==> src/rtl/clock_ctrl_pkg.sv <==
// Shared definitions for the clock-setting controller: state encoding, field bit
// positions in SET_INC/SET_SEL, and the default timing constants.
package clock_ctrl_pkg;

   localparam int unsigned DEF_TIMEOUT_S  = 60;
   localparam int unsigned DEF_REPEAT_DLY = 8;
   localparam int unsigned DEF_REPEAT_PER = 4;

   localparam int unsigned NUM_FIELDS = 5;
   localparam int unsigned IDX_YEAR   = 0;
   localparam int unsigned IDX_MONTH  = 1;
   localparam int unsigned IDX_DAY    = 2;
   localparam int unsigned IDX_HOUR   = 3;
   localparam int unsigned IDX_MIN    = 4;

   typedef enum logic [2:0] {
      ST_RUN       = 3'd0,
      ST_SET_YEAR  = 3'd1,
      ST_SET_MONTH = 3'd2,
      ST_SET_DAY   = 3'd3,
      ST_SET_HOUR  = 3'd4,
      ST_SET_MIN   = 3'd5
   } state_e;

   // One-hot field code of a state; all zero for RUN.
   function automatic logic [NUM_FIELDS-1:0] field_onehot(input state_e st);
      logic [NUM_FIELDS-1:0] oh;
      oh = '0;
      case (st)
         ST_SET_YEAR:  oh[IDX_YEAR]  = 1'b1;
         ST_SET_MONTH: oh[IDX_MONTH] = 1'b1;
         ST_SET_DAY:   oh[IDX_DAY]   = 1'b1;
         ST_SET_HOUR:  oh[IDX_HOUR]  = 1'b1;
         ST_SET_MIN:   oh[IDX_MIN]   = 1'b1;
         default:      oh = '0;
      endcase
      return oh;
   endfunction

   function automatic state_e next_field(input state_e st);
      state_e nxt;
      case (st)
         ST_RUN:       nxt = ST_SET_YEAR;
         ST_SET_YEAR:  nxt = ST_SET_MONTH;
         ST_SET_MONTH: nxt = ST_SET_DAY;
         ST_SET_DAY:   nxt = ST_SET_HOUR;
         ST_SET_HOUR:  nxt = ST_SET_MIN;
         default:      nxt = ST_RUN;
      endcase
      return nxt;
   endfunction

endpackage

==> src/rtl/key_repeat.sv <==
// UP key front end: rising-edge press detection plus hold-to-repeat timing,
// counted in 16 Hz ticks. Emits single-cycle press and repeat strobes.
module key_repeat
   import clock_ctrl_pkg::*;
#(
   parameter int unsigned REPEAT_DLY = DEF_REPEAT_DLY,
   parameter int unsigned REPEAT_PER = DEF_REPEAT_PER
) (
   input  logic clk_i,
   input  logic srst_i,
   input  logic enable_i,
   input  logic clear_i,
   input  logic up_i,
   input  logic tick_i,
   output logic press_o,
   output logic repeat_o
);

   localparam int unsigned HOLD_MAX = REPEAT_DLY + REPEAT_PER;
   localparam int unsigned HOLD_W   = $clog2(HOLD_MAX + 1);
   localparam logic [HOLD_W-1:0] DLY_CNT = HOLD_W'(REPEAT_DLY);
   localparam logic [HOLD_W-1:0] MAX_CNT = HOLD_W'(HOLD_MAX);

   logic              up_q;
   logic [HOLD_W-1:0] hold_q;
   logic [HOLD_W-1:0] hold_d;
   logic [HOLD_W-1:0] hold_inc;
   logic              hold_hit;

   assign hold_inc = hold_q + HOLD_W'(1);
   assign hold_hit = (hold_inc == DLY_CNT) || (hold_inc == MAX_CNT);

   assign press_o  = enable_i & up_i & ~up_q;
   // Kept independent of clear_i: the parent derives its clear from repeat_o.
   assign repeat_o = enable_i & up_i & tick_i & hold_hit;

   always_comb begin
      hold_d = hold_q;
      if (!enable_i || !up_i || clear_i) begin
         hold_d = '0;
      end else if (tick_i) begin
         // Fold back to the delay point so the period repeats without wrapping.
         hold_d = (hold_inc == MAX_CNT) ? DLY_CNT : hold_inc;
      end
   end

   always_ff @(posedge clk_i) begin
      if (srst_i) begin
         up_q   <= 1'b0;
         hold_q <= '0;
      end else begin
         up_q   <= up_i;
         hold_q <= hold_d;
      end
   end

endmodule

==> src/rtl/clock_set_ctrl.sv <==
// Time/date setting controller: MODE walks the edited field, UP increments it
// (with auto-repeat), idle seconds time out back to RUN. All outputs registered.
module clock_set_ctrl
   import clock_ctrl_pkg::*;
#(
   parameter int unsigned TIMEOUT_S  = DEF_TIMEOUT_S,
   parameter int unsigned REPEAT_DLY = DEF_REPEAT_DLY,
   parameter int unsigned REPEAT_PER = DEF_REPEAT_PER
) (
   input  logic                  CLK,
   input  logic                  RESET,
   input  logic                  BTN_MODE,
   input  logic                  BTN_UP,
   input  logic                  TICK_1HZ,
   input  logic                  TICK_16HZ,
   output logic                  RUN_EN,
   output logic [NUM_FIELDS-1:0] SET_INC,
   output logic [NUM_FIELDS-1:0] SET_SEL,
   output logic                  SEC_CLR,
   output logic                  BLINK
);

   localparam int unsigned TO_W = $clog2(TIMEOUT_S + 1);
   localparam logic [TO_W-1:0] TO_LAST = TO_W'(TIMEOUT_S);

   state_e state_q;
   state_e state_d;

   logic [TO_W-1:0] to_cnt_q;
   logic [TO_W-1:0] to_cnt_d;
   logic [TO_W-1:0] to_inc;
   logic [3:0]      blink_cnt_q;
   logic [3:0]      blink_cnt_d;

   logic                  run_en_q,  run_en_d;
   logic [NUM_FIELDS-1:0] set_inc_q, set_inc_d;
   logic [NUM_FIELDS-1:0] set_sel_q, set_sel_d;
   logic                  sec_clr_q, sec_clr_d;
   logic                  blink_q,   blink_d;

   logic in_set;
   logic press;
   logic rpt;
   logic inc_evt;
   logic timeout;
   logic state_chg;

   assign in_set = (state_q != ST_RUN);
   assign to_inc = to_cnt_q + TO_W'(1);

   // Any user activity in the same cycle as the final second keeps the edit alive.
   assign timeout   = in_set & TICK_1HZ & ~BTN_MODE & ~press & ~rpt & (to_inc == TO_LAST);
   assign inc_evt   = in_set & ~BTN_MODE & (press | rpt);
   assign state_chg = BTN_MODE | timeout;

   key_repeat #(
      .REPEAT_DLY (REPEAT_DLY),
      .REPEAT_PER (REPEAT_PER)
   ) u_key_repeat (
      .clk_i    (CLK),
      .srst_i   (RESET),
      .enable_i (in_set),
      .clear_i  (state_chg),
      .up_i     (BTN_UP),
      .tick_i   (TICK_16HZ),
      .press_o  (press),
      .repeat_o (rpt)
   );

   always_comb begin
      state_d = state_q;
      if (BTN_MODE) begin
         state_d = next_field(state_q);
      end else if (timeout) begin
         state_d = ST_RUN;
      end

      to_cnt_d = to_cnt_q;
      if (!in_set || state_chg || press || rpt) begin
         to_cnt_d = '0;
      end else if (TICK_1HZ) begin
         to_cnt_d = to_inc;
      end

      // Restarting the phase counter gives eight visible ticks after any change.
      blink_cnt_d = blink_cnt_q;
      if ((state_d == ST_RUN) || state_chg || inc_evt) begin
         blink_cnt_d = '0;
      end else if (TICK_16HZ) begin
         blink_cnt_d = blink_cnt_q + 4'd1;
      end

      run_en_d  = (state_d == ST_RUN);
      set_sel_d = field_onehot(state_d);
      set_inc_d = inc_evt ? field_onehot(state_q) : '0;
      sec_clr_d = BTN_MODE & (state_q == ST_SET_MIN);
      blink_d   = (state_d != ST_RUN) & blink_cnt_d[3];
   end

   always_ff @(posedge CLK) begin
      if (RESET) begin
         state_q     <= ST_RUN;
         to_cnt_q    <= '0;
         blink_cnt_q <= '0;
         run_en_q    <= 1'b1;
         set_inc_q   <= '0;
         set_sel_q   <= '0;
         sec_clr_q   <= 1'b0;
         blink_q     <= 1'b0;
      end else begin
         state_q     <= state_d;
         to_cnt_q    <= to_cnt_d;
         blink_cnt_q <= blink_cnt_d;
         run_en_q    <= run_en_d;
         set_inc_q   <= set_inc_d;
         set_sel_q   <= set_sel_d;
         sec_clr_q   <= sec_clr_d;
         blink_q     <= blink_d;
      end
   end

   assign RUN_EN  = run_en_q;
   assign SET_INC = set_inc_q;
   assign SET_SEL = set_sel_q;
   assign SEC_CLR = sec_clr_q;
   assign BLINK   = blink_q;

endmodule

==> config.mk <==
export PLATFORM = sky130hd
export DESIGN_NAME = clock_set_ctrl
export DESIGN_NICKNAME = d
export VERILOG_FILES = /design/src/rtl/clock_ctrl_pkg.sv /design/src/rtl/key_repeat.sv /design/src/rtl/clock_set_ctrl.sv
export SDC_FILE = /design/constraint.sdc
export NUM_CORES = 1
export LEC_CHECK = 0
export CAP_MARGIN = 20
export CELL_PAD_IN_SITES_DETAIL_PLACEMENT = 1
export CELL_PAD_IN_SITES_GLOBAL_PLACEMENT = 2
export CORE_MARGIN = 3
export CORE_UTILIZATION = 37
export DETAILED_ROUTE_END_ITERATION = 6
export DONT_BUFFER_PORTS = 1
export GPL_TIMING_DRIVEN = 0
export PLACE_DENSITY = 0.76
export SLEW_MARGIN = 30
export SYNTH_ARGS = -nofsm -noshare
export SYNTH_HDL_FRONTEND = slang
export SYNTH_SLANG_ARGS = --single-unit
==> constraint.sdc <==
create_clock -name CLK -period 1.8 [get_ports CLK]
set_input_delay 0.18 -clock CLK [delete_from_list [all_inputs] [get_ports CLK]]
set_output_delay 0.18 -clock CLK [all_outputs]
set_load 0.01 [all_outputs]
# Word-level counts from Yosys, hierarchy flattened
# Cells that the tools add are included.
# Widths: inputs -> output; s select.
[op_classes]
reduce_logical = 18
add_sub_neg = 3
n_bitwise = 20
mux = 16
eq_ne = 13
[op_table]
columns = ["cell", "count"]
rows = [
  ["$pmux 3 s5", 1],
  ["$and 1x1->1", 13],
  ["$eq 3x2->1 const B", 4],
  ["$eq 3x3->1 const B", 4],
  ["$mux 4", 3],
  ["$mux 1", 10],
  ["$add 4x1->4 const B", 2],
  ["$eq 4x4->1 const B", 2],
  ["$logic_or 1x1->1", 8],
  ["$reduce_or 2->1", 4],
  ["$add 6x1->6 const B", 1],
  ["$eq 3x1->1 const B", 2],
  ["$eq 6x6->1 const B", 1],
  ["$logic_not 3->1", 2],
  ["$mux 3", 2],
  ["$reduce_bool 3->1", 2],
  ["$not 1->1", 5],
  ["$logic_not 1->1", 2],
  ["$or 1x1->1", 2],
]
[word_totals]
reg_bits = 31
inputBits = 6
output_inout_bits = 13
word_cells = 81

# Depth between registers and ports, before layout
# Gate-level depths: netlist (run 1).
[logic_depth]
word_depth = 14
ltp_mapped = 7
ltp_nobuf = 5

# By module
# From an unflattened synthesis (run 1), not the netlist that was laid out.
[hier_totals]
cells_unflattened = 142
area_unflattened_um2 = 1325.0
[modules_own_cells]
columns = ["mod", "area_each_um2", "instances", "cells_per_inst"]
rows = [
  ["clock_set_ctrl", 1084.8, 1, 116],
  ["key_repeat", 240.2, 1, 26],
]

# Worst setup path after synthesis (run 1)
# OpenSTA, ideal clock, no wires.
[synth_path]
kind = "flip-flop to flip-flop"
from = "register to_cnt_q[0]"
to = "register set_sel_q[3] (netlist: SET_SEL[3])"
path_slack_ns = 0.133
path_buffers = 1
arrival_time_ns = 1.537
path_stages_with_launch = 7
required_time_ns = 1.670
setup_ns = 0.130
cell_sequence = "dfxtp_1 ha_1 xnor2_1 or3_4 a221oi_4 buf_6 o22ai_1"
[synth_between]
elab_chain_len = 7
[synth_lines]
columns = ["element", "line", "rtl"]
rows = [
  ["from (decl)", "clock_set_ctrl.sv:29", "logic [TO_W-1:0] to_cnt_q;"],
  ["from (signal assigned)", "clock_set_ctrl.sv:112", "to_cnt_q <= to_cnt_d;"],
  ["$add 6x1->6", "clock_set_ctrl.sv:49", "assign to_inc = to_cnt_q + TO_W'(1);"],
  ["$eq 6x6->1", "clock_set_ctrl.sv:52", "assign timeout = in_set & TICK_1HZ & ~BTN_MODE & ~press & ~rpt & (to_inc == TO_LAST);"],
  ["$and 1x1->1", "clock_set_ctrl.sv:52", ""],
  ["$mux 3", "clock_set_ctrl.sv:74", "end else if (timeout) begin"],
  ["$mux 3", "clock_set_ctrl.sv:72", "if (BTN_MODE) begin"],
  ["$eq 3x3->1", "clock_ctrl_pkg.sv:29", "case (st)"],
  ["$mux 1", "clock_ctrl_pkg.sv:29", ""],
  ["to (signal assigned)", "clock_set_ctrl.sv:116", "set_sel_q <= set_sel_d;"],
  ["to (decl)", "clock_set_ctrl.sv:37", "logic [NUM_FIELDS-1:0] set_sel_q, set_sel_d;"],
]
# Every way passes these cells.
# A chain may end at the register's enable or synchronous reset.

# Worst setup path in the final report (run 1)
[layout_path]
from = "register to_cnt_q[0]"
to = "register set_sel_q[1] (netlist: SET_SEL[1])"
[layout_between]
elab_chain_len = 7
[layout_lines]
columns = ["element", "line"]
rows = [
  ["$add 6x1->6", "clock_set_ctrl.sv:49"],
  ["$eq 6x6->1", "clock_set_ctrl.sv:52"],
  ["$and 1x1->1", "clock_set_ctrl.sv:52"],
  ["$mux 3", "clock_set_ctrl.sv:74"],
  ["$mux 3", "clock_set_ctrl.sv:72"],
  ["$eq 3x2->1", "clock_ctrl_pkg.sv:29"],
  ["$mux 1", "clock_ctrl_pkg.sv:29"],
]
# Every way passes these cells.

==> results.json, run 1 <==
{
  "cp-start-kind": "register",
  "post_drt_via_cell_ratio": 5.340,
  "die_h_um": 65.48,
  "io_buffer_count": 0,
  "period_minus_slack_ns": 1.718,
  "hold_violations": 0,
  "tritoncts": "yes",
  "grt_pass1_wl_um": 4885,
  "num_io_pins": 19,
  "wl_per_cell_um": 15.20,
  "syn_inst": 140,
  "use_met1_pct": 16.63,
  "clkTransAtPathRegs_ns": 0.10,
  "rsz0062_at_grt": "true",
  "groute.usage.overall_pct": 15.41,
  "powerDensity_nw_per_um2": 900.9,
  "grt_max_degree": 11,
  "drt-total-wl_um": 2994,
  "initial_core_util_pct": 40.86,
  "yosysTopAreaCell": "dfxtp_1",
  "yosys.area.top_type_share_pct": 47.42,
  "hp-start": "RESET",
  "cts_buffer_depth": 2,
  "slew_headroom_pct": 72.68,
  "yosys.cell_types.count": 34,
  "cts_made_buffers": 5,
  "die_w_um": 65.48,
  "antenna-diode-count": 0,
  "synth_nets": 150,
  "ys.flop_type": "dfxtp_1",
  "nets": 162,
  "grt-ovfl-total": 0,
  "reg2reg_setup_slack_ns": 0.08,
  "period_share_pct": 95.43,
  "cellLeakagePower_nw": 0.5442,
  "use_met2_pct": 25.54,
  "hp-class": "in2reg",
  "ff2ff_path_depth": 6,
  "clk_latency_ns": 0.35,
  "mostFrequentLayoutCells": "27 x dfxtp_1, 16 x nor2_1, 12 x nand2_1",
  "multiInputGateArea_um2": 653.1,
  "setup_tns_ns": 0,
  "crit_path_end_kind": "register",
  "path_cells": "ha_1 > nand4_1 > or3_4 > a221oi_4 > buf_6 > o32ai_1",
  "dp_cells": 184,
  "critPathRequiredTime_ns": 2.02,
  "place_hpwl_um": 2030,
  "fin_ws_ns": 0.08235,
  "arrival_ns": 1.94,
  "die_area_um2": 4287,
  "cpMaxStageDelayCell": "or3_4",
  "hold_depth": 3,
  "worstHoldEndpoint": "SET_SEL[2]$_SDFF_PP0_",
  "register_area_um2": 630.6,
  "fin_cells": 197,
  "yosys_register_bits": 31,
  "synth_edf_count": 0,
  "slew_viol_final": 0,
  "design.core.area_um2": 3203,
  "num_vias": 1052,
  "grt_pass1_vias": 1077,
  "finalSetupViolCount": 0,
  "r2r_end": "SET_SEL[1]$_SDFF_PP0_",
  "clock-sinks": 31,
  "worstSetupPathType": "reg2reg",
  "ir_drop_mv": 0.3737,
  "grt.busiest_layer": "met2",
  "async_flop_share_pct": 0,
  "layout-drive-gt1-share_pct": 15.03,
  "antenna_found_initial": 0,
  "maxCapViolations": 0,
  "tightest_slew_ns": 0.4097,
  "power.total_w": 0.001368,
  "avgSynthCellArea_um2": 9.348,
  "skew_ns": 0.009060,
  "gp_congestion": 0.7187,
  "met3_usage_pct": 7.179,
  "syn-cell-area_um2": 1309,
  "firstDrtPassIters": 4,
  "drt_iter0_drc": 48,
  "layout_commonest_cell": "dfxtp_1",
  "post-place-ws_ns": -0.03729,
  "crit_fanout": 6,
  "reg2reg_from": "to_cnt_q[0]$_SDFFE_PP0P_",
  "synth_seq_area_share_pct": 47.42,
  "status": "completed",
  "cpPeakStageDelay_ns": 0.43,
  "synth.area.top_cells": "dfxtp_1 47%, xor2_1 6.0%, nor2_1 4.6%, ha_1 3.8%, nand2_1 3.4%",
  "rows": 20,
  "filler_cell_count": 397,
  "area_growth_pct": 16.06,
  "fmax_mhz": 582.2,
  "route.detailed.drc": 0,
  "yosys_warnings": 0,
  "h-tree-depth": 2,
  "clock-root-buffer": "clkbuf_4",
  "ant_nets": 0
}
cell families after synthesis:
family,count (synthesis),synth area share (%)
AO/OA/AOI/OAI,14,8.509
AND/OR/NAND/NOR,65,24.95
XOR/XNOR,13,8.700
multiplexers,4,3.155
flip-flops,31,47.42
buffers and inverters,9,3.441
adder cells (fa/ha/maj),4,3.824
state kept, by name, summed over array words and instances (netlist names):
register	count
blink_cnt_q	4
SET_SEL	5
SEC_CLR	1
SET_INC	5
to_cnt_q	6
state_q	3
u_key_repeat.up_q	1
BLINK	1
RUN_EN	1
u_key_repeat.hold_q	4
through the flow:
| stage | utilization (%) | instance area (µm²) | hold slack, ns |
|---|---|---|---|
| floorplan | - | 1309 | 0.3082 |
| global placement | 42.58 | 1364 | 0.3225 |
| detailed placement | 42.58 | 1364 | 0.3213 |
| CTS | 46.29 | 1483 | 0.005463 |
| global route | 47.42 | 1519 | 0.008022 |
| finish | 47.42 | 1519 | 0.02346 |
cell type report:
type	count	area share, %
Multi-Input combinational cell	100	43.00
Sequential cell	31	41.52
Tap cell	44	3.624
Clock buffer	6	3.377
Timing Repair Buffer	5	3.213
Clock inverter	2	2.306
Buffer	6	2.224
Inverter	3	0.7413
Yosys cell counts (2+ instances only):
cell      count
buf_2         3
inv_1         2
nand2_1      12
a211oi_1      2
nor3_1        7
ha_1          4
clkbuf_1      2
nor2_1       16
mux2i_1       3
o21ai_0       2
nand4_1       6
xnor2_1       4
nor4_1        6
a21oi_1       2
dfxtp_1      31
o22ai_1       2
or3_1         4
xor2_1        9
nand2b_1      3
nand3_1       6
routing by layer:
metal / wire [µm] / share of wire [%] / vias to the layer above
li1: - / - / 518
met4: 61 / 2.0 / 0
met3: 197 / 6.6 / 7
met1: 1317 / 44 / 508
met2: 1417 / 47 / 19
met5: 0 / 0 / -
how the worst max path moves through the flow:
stage	to	from	depth (start not counted)
finish	SET_SEL[1]$_SDFF_PP0_	to_cnt_q[0]$_SDFFE_PP0P_	6
global route	SET_SEL[3]$_SDFF_PP0_	to_cnt_q[0]$_SDFFE_PP0P_	6
CTS	SET_SEL[3]$_SDFF_PP0_	to_cnt_q[0]$_SDFFE_PP0P_	6
detailed placement	SET_SEL[3]$_SDFF_PP0_	to_cnt_q[0]$_SDFFE_PP0P_	6
global placement	SET_SEL[3]$_SDFF_PP0_	to_cnt_q[0]$_SDFFE_PP0P_	6
floorplan	SET_SEL[3]$_SDFF_PP0_	to_cnt_q[0]$_SDFFE_PP0P_	6
worst max-delay path: cells and delay by family, from the launching register on:
kind,cells,cell delay (ns)
compound gates,2,0.35
fa+ha+maj,1,0.15
buf+inv,1,0.17
flops,1,0.39
simple gates,2,0.54
repair_timing:
item | CTS | global route
hold buffers | 3 | 0
gates cloned | 0 | 1
resized for setup | 2 | 8
buffers inserted | 0 | 1
pin swaps | 0 | 2
endpoints found under the hold margin | 4 | 0
setup endpoints to repair | 7 | 15
power breakdown:
| group | total (W) | switching, W | internal, W |
|---|---|---|---|
| clock network | 0.000579 | 0.000251 | 0.000328 |
| logic | 0.0000856 | 0.0000532 | 0.0000323 |
| registers | 0.000704 | 0.00000934 | 0.000695 |
(Power assumes the default switching activity.)
==> inputs of run 2 (changes only) <==
--- a/config.mk
+++ b/config.mk
@@ -8,6 +8,7 @@
 export CAP_MARGIN = 20
 export CELL_PAD_IN_SITES_DETAIL_PLACEMENT = 1
 export CELL_PAD_IN_SITES_GLOBAL_PLACEMENT = 2
+export CORE_ASPECT_RATIO = 0.9
 export CORE_MARGIN = 3
 export CORE_UTILIZATION = 37
 export DETAILED_ROUTE_END_ITERATION = 6
==> run 2 against run 1 <==
  * Design area decreased by 0.17%
  * Non-clock buffer count decreased by 4
  * Clock-buffer cell count unchanged
  * Maximum frequency decreased by 0.22%
  * Via count decreased by 4.7%
  * Critical endpoint is now SET_SEL[3]$_SDFF_PP0_
  * Flip-flop and latch count unchanged
  * Sequential share of layout area decreased by 0.18 points
  * Global-route usage decreased by 0.27 points
  * Largest power group unchanged
  * Sequential power about the same
  * Largest cell class unchanged
  * Register-to-register slack about the same
  * Total power increased by 8.8%
==> results.json, run 2 (same netlist as run 1, synthesis figures left out) <==
{
  "setup_tns_ns": 0,
  "clk_latency_ns": 0.28,
  "postCtsSetupBuffers": 0,
  "tightest_slew_ns": 0.4330,
  "num_io_pins": 19,
  "rsz0062_at_grt": "false",
  "period_minus_slack_ns": 1.721,
  "slew_headroom_pct": 71.13,
  "mostFrequentLayoutCells": "28 x dfxtp_1, 16 x nor2_1, 12 x nand2_1",
  "gp_congestion": 0.7712,
  "status": "completed",
  "h-tree-depth": 2,
  "top_register": "to_cnt_q",
  "drt_iter0_drc": 80,
  "ant_nets": 0,
  "wl_per_cell_um": 14.82,
  "largest_reg_flops": 6,
  "crit_fanout": 6,
  "hp-class": "in2reg",
  "grt_pass1_wl_um": 4836,
  "worstSetupPathType": "reg2reg",
  "grt_max_degree": 11,
  "cpPeakStageDelay_ns": 0.40,
  "antenna-diode-count": 0,
  "placed_cell_area_um2": 1361,
  "slew_viol_final": 0,
  "firstDrtPassIters": 4,
  "layout-drive-gt1-share_pct": 14.09,
  "arrival_ns": 1.88,
  "rows": 19,
  "power.total_w": 0.001489,
  "antenna_found_initial": 0,
  "crit_path_end_kind": "register",
  "tritoncts": "yes",
  "period_share_pct": 95.64,
  "die_h_um": 62.42,
  "skew_ns": 0.004486,
  "die_area_um2": 4288,
  "cpMaxStageDelayCell": "or3_4",
  "cts_made_buffers": 5,
  "powerDensity_nw_per_um2": 981.7,
  "design_area_um2": 1516,
  "hold_violations": 0,
  "grt_pass1_vias": 973,
  "initial_core_util_pct": 40.78,
  "finalSetupViolCount": 0,
  "design.core.area_um2": 3209,
  "cts_hold_buf": 0,
  "post_drt_via_cell_ratio": 5.251,
  "critPathRequiredTime_ns": 1.96,
  "nets": 158,
  "clock-sinks": 31,
  "num_vias": 1003,
  "layout_commonest_cell": "dfxtp_1",
  "drt-total-wl_um": 2831,
  "clock-root-buffer": "clkbuf_8",
  "io_buffer_count": 0,
  "cp-start-kind": "register",
  "path_cells": "ha_4 > xnor2_1 > or3_4 > a221oi_4 > buf_6 > o22ai_1",
  "clkTransAtPathRegs_ns": 0.07,
  "cts_buffer_depth": 2,
  "grt-ovfl-total": 0,
  "whs_ns": 0.03508,
  "ir_drop_mv": 0.4815,
  "fmax_mhz": 580.9,
  "die_w_um": 68.69,
  "maxCapViolations": 0,
  "route.detailed.drc": 0,
  "groute.usage.overall_pct": 15.14,
  "cellLeakagePower_nw": 0.5385,
  "place_hpwl_um": 1979,
  "area_growth_pct": 15.87
}
-- run 2: timing repair --
| item | 4_1_cts | 5_1_grt |
|---|---|---|
| setup endpoints to repair | 3 | 10 |
| gates resized for setup | 1 | 8 |
| gates cloned | 0 | 1 |
-- run 2: critical path, delay by kind of cell (launching register included) --
family                     cells  cell delay, ns
AOI/OAI and AO/OA              2            0.34
DFF                            1            0.37
adders and majority gates      1            0.17
buffers and inverters          1            0.17
and+or+nand+nor                1            0.40
xor gates and xnor gates       1            0.13
-- run 2: path summary, 6_finish.rpt --
check | from | end | depth (start not counted) | slack, ns
hold / removal | BTN_MODE | state_q[1]$_SDFF_PP0_ | 2 | 0.04
setup reg to reg | to_cnt_q[0]$_SDFFE_PP0P_ | SET_SEL[3]$_SDFF_PP0_ | 6 | 0.08
hold reg to reg | blink_cnt_q[3]$_SDFF_PP0_ | blink_cnt_q[3]$_SDFF_PP0_ | 2 | 0.51
setup / recovery | to_cnt_q[0]$_SDFFE_PP0P_ | SET_SEL[3]$_SDFF_PP0_ | 6 | 0.08
-- run 2: per-stage QoR --
stage	setup WS (ns)	utilization, %	std cells
after floorplan	0.1328	-	140
after global placement	0.004708	42.42	182
after detailed placement	-0.01466	42.42	182
after CTS	0.01141	46.12	190
after global routing	0.002803	47.25	191
final	0.07851	47.25	191
-- run 2: where the power goes --
group | leakage (nW) | internal, W | switching [W]
Sequential | 0.253 | 0.000697 | 0.00000926
Combinational | 0.224 | 0.0000276 | 0.0000508
Clock | 0.0612 | 0.000447 | 0.000257
-- run 2: per-layer routing --
metal | up-vias | GRT usage [%] | routed length, µm
met2 | 20 | 20.74 | 1256
met5 | - | 0 | 0
met1 | 471 | 19.71 | 1345
met3 | 7 | 5.396 | 151
li1 | 505 | - | -
met4 | 0 | 9.489 | 78
-- run 2: cell type report --
type	count	area, µm²
fill	376	1693
multi-input combinational	100	663.1
sequential	31	626.9
clock buffer	6	82.58
tap	42	52.55
clock inverter	2	35.03
buffer	6	33.78
timing repair buffer	1	11.26
inverter	3	11.26
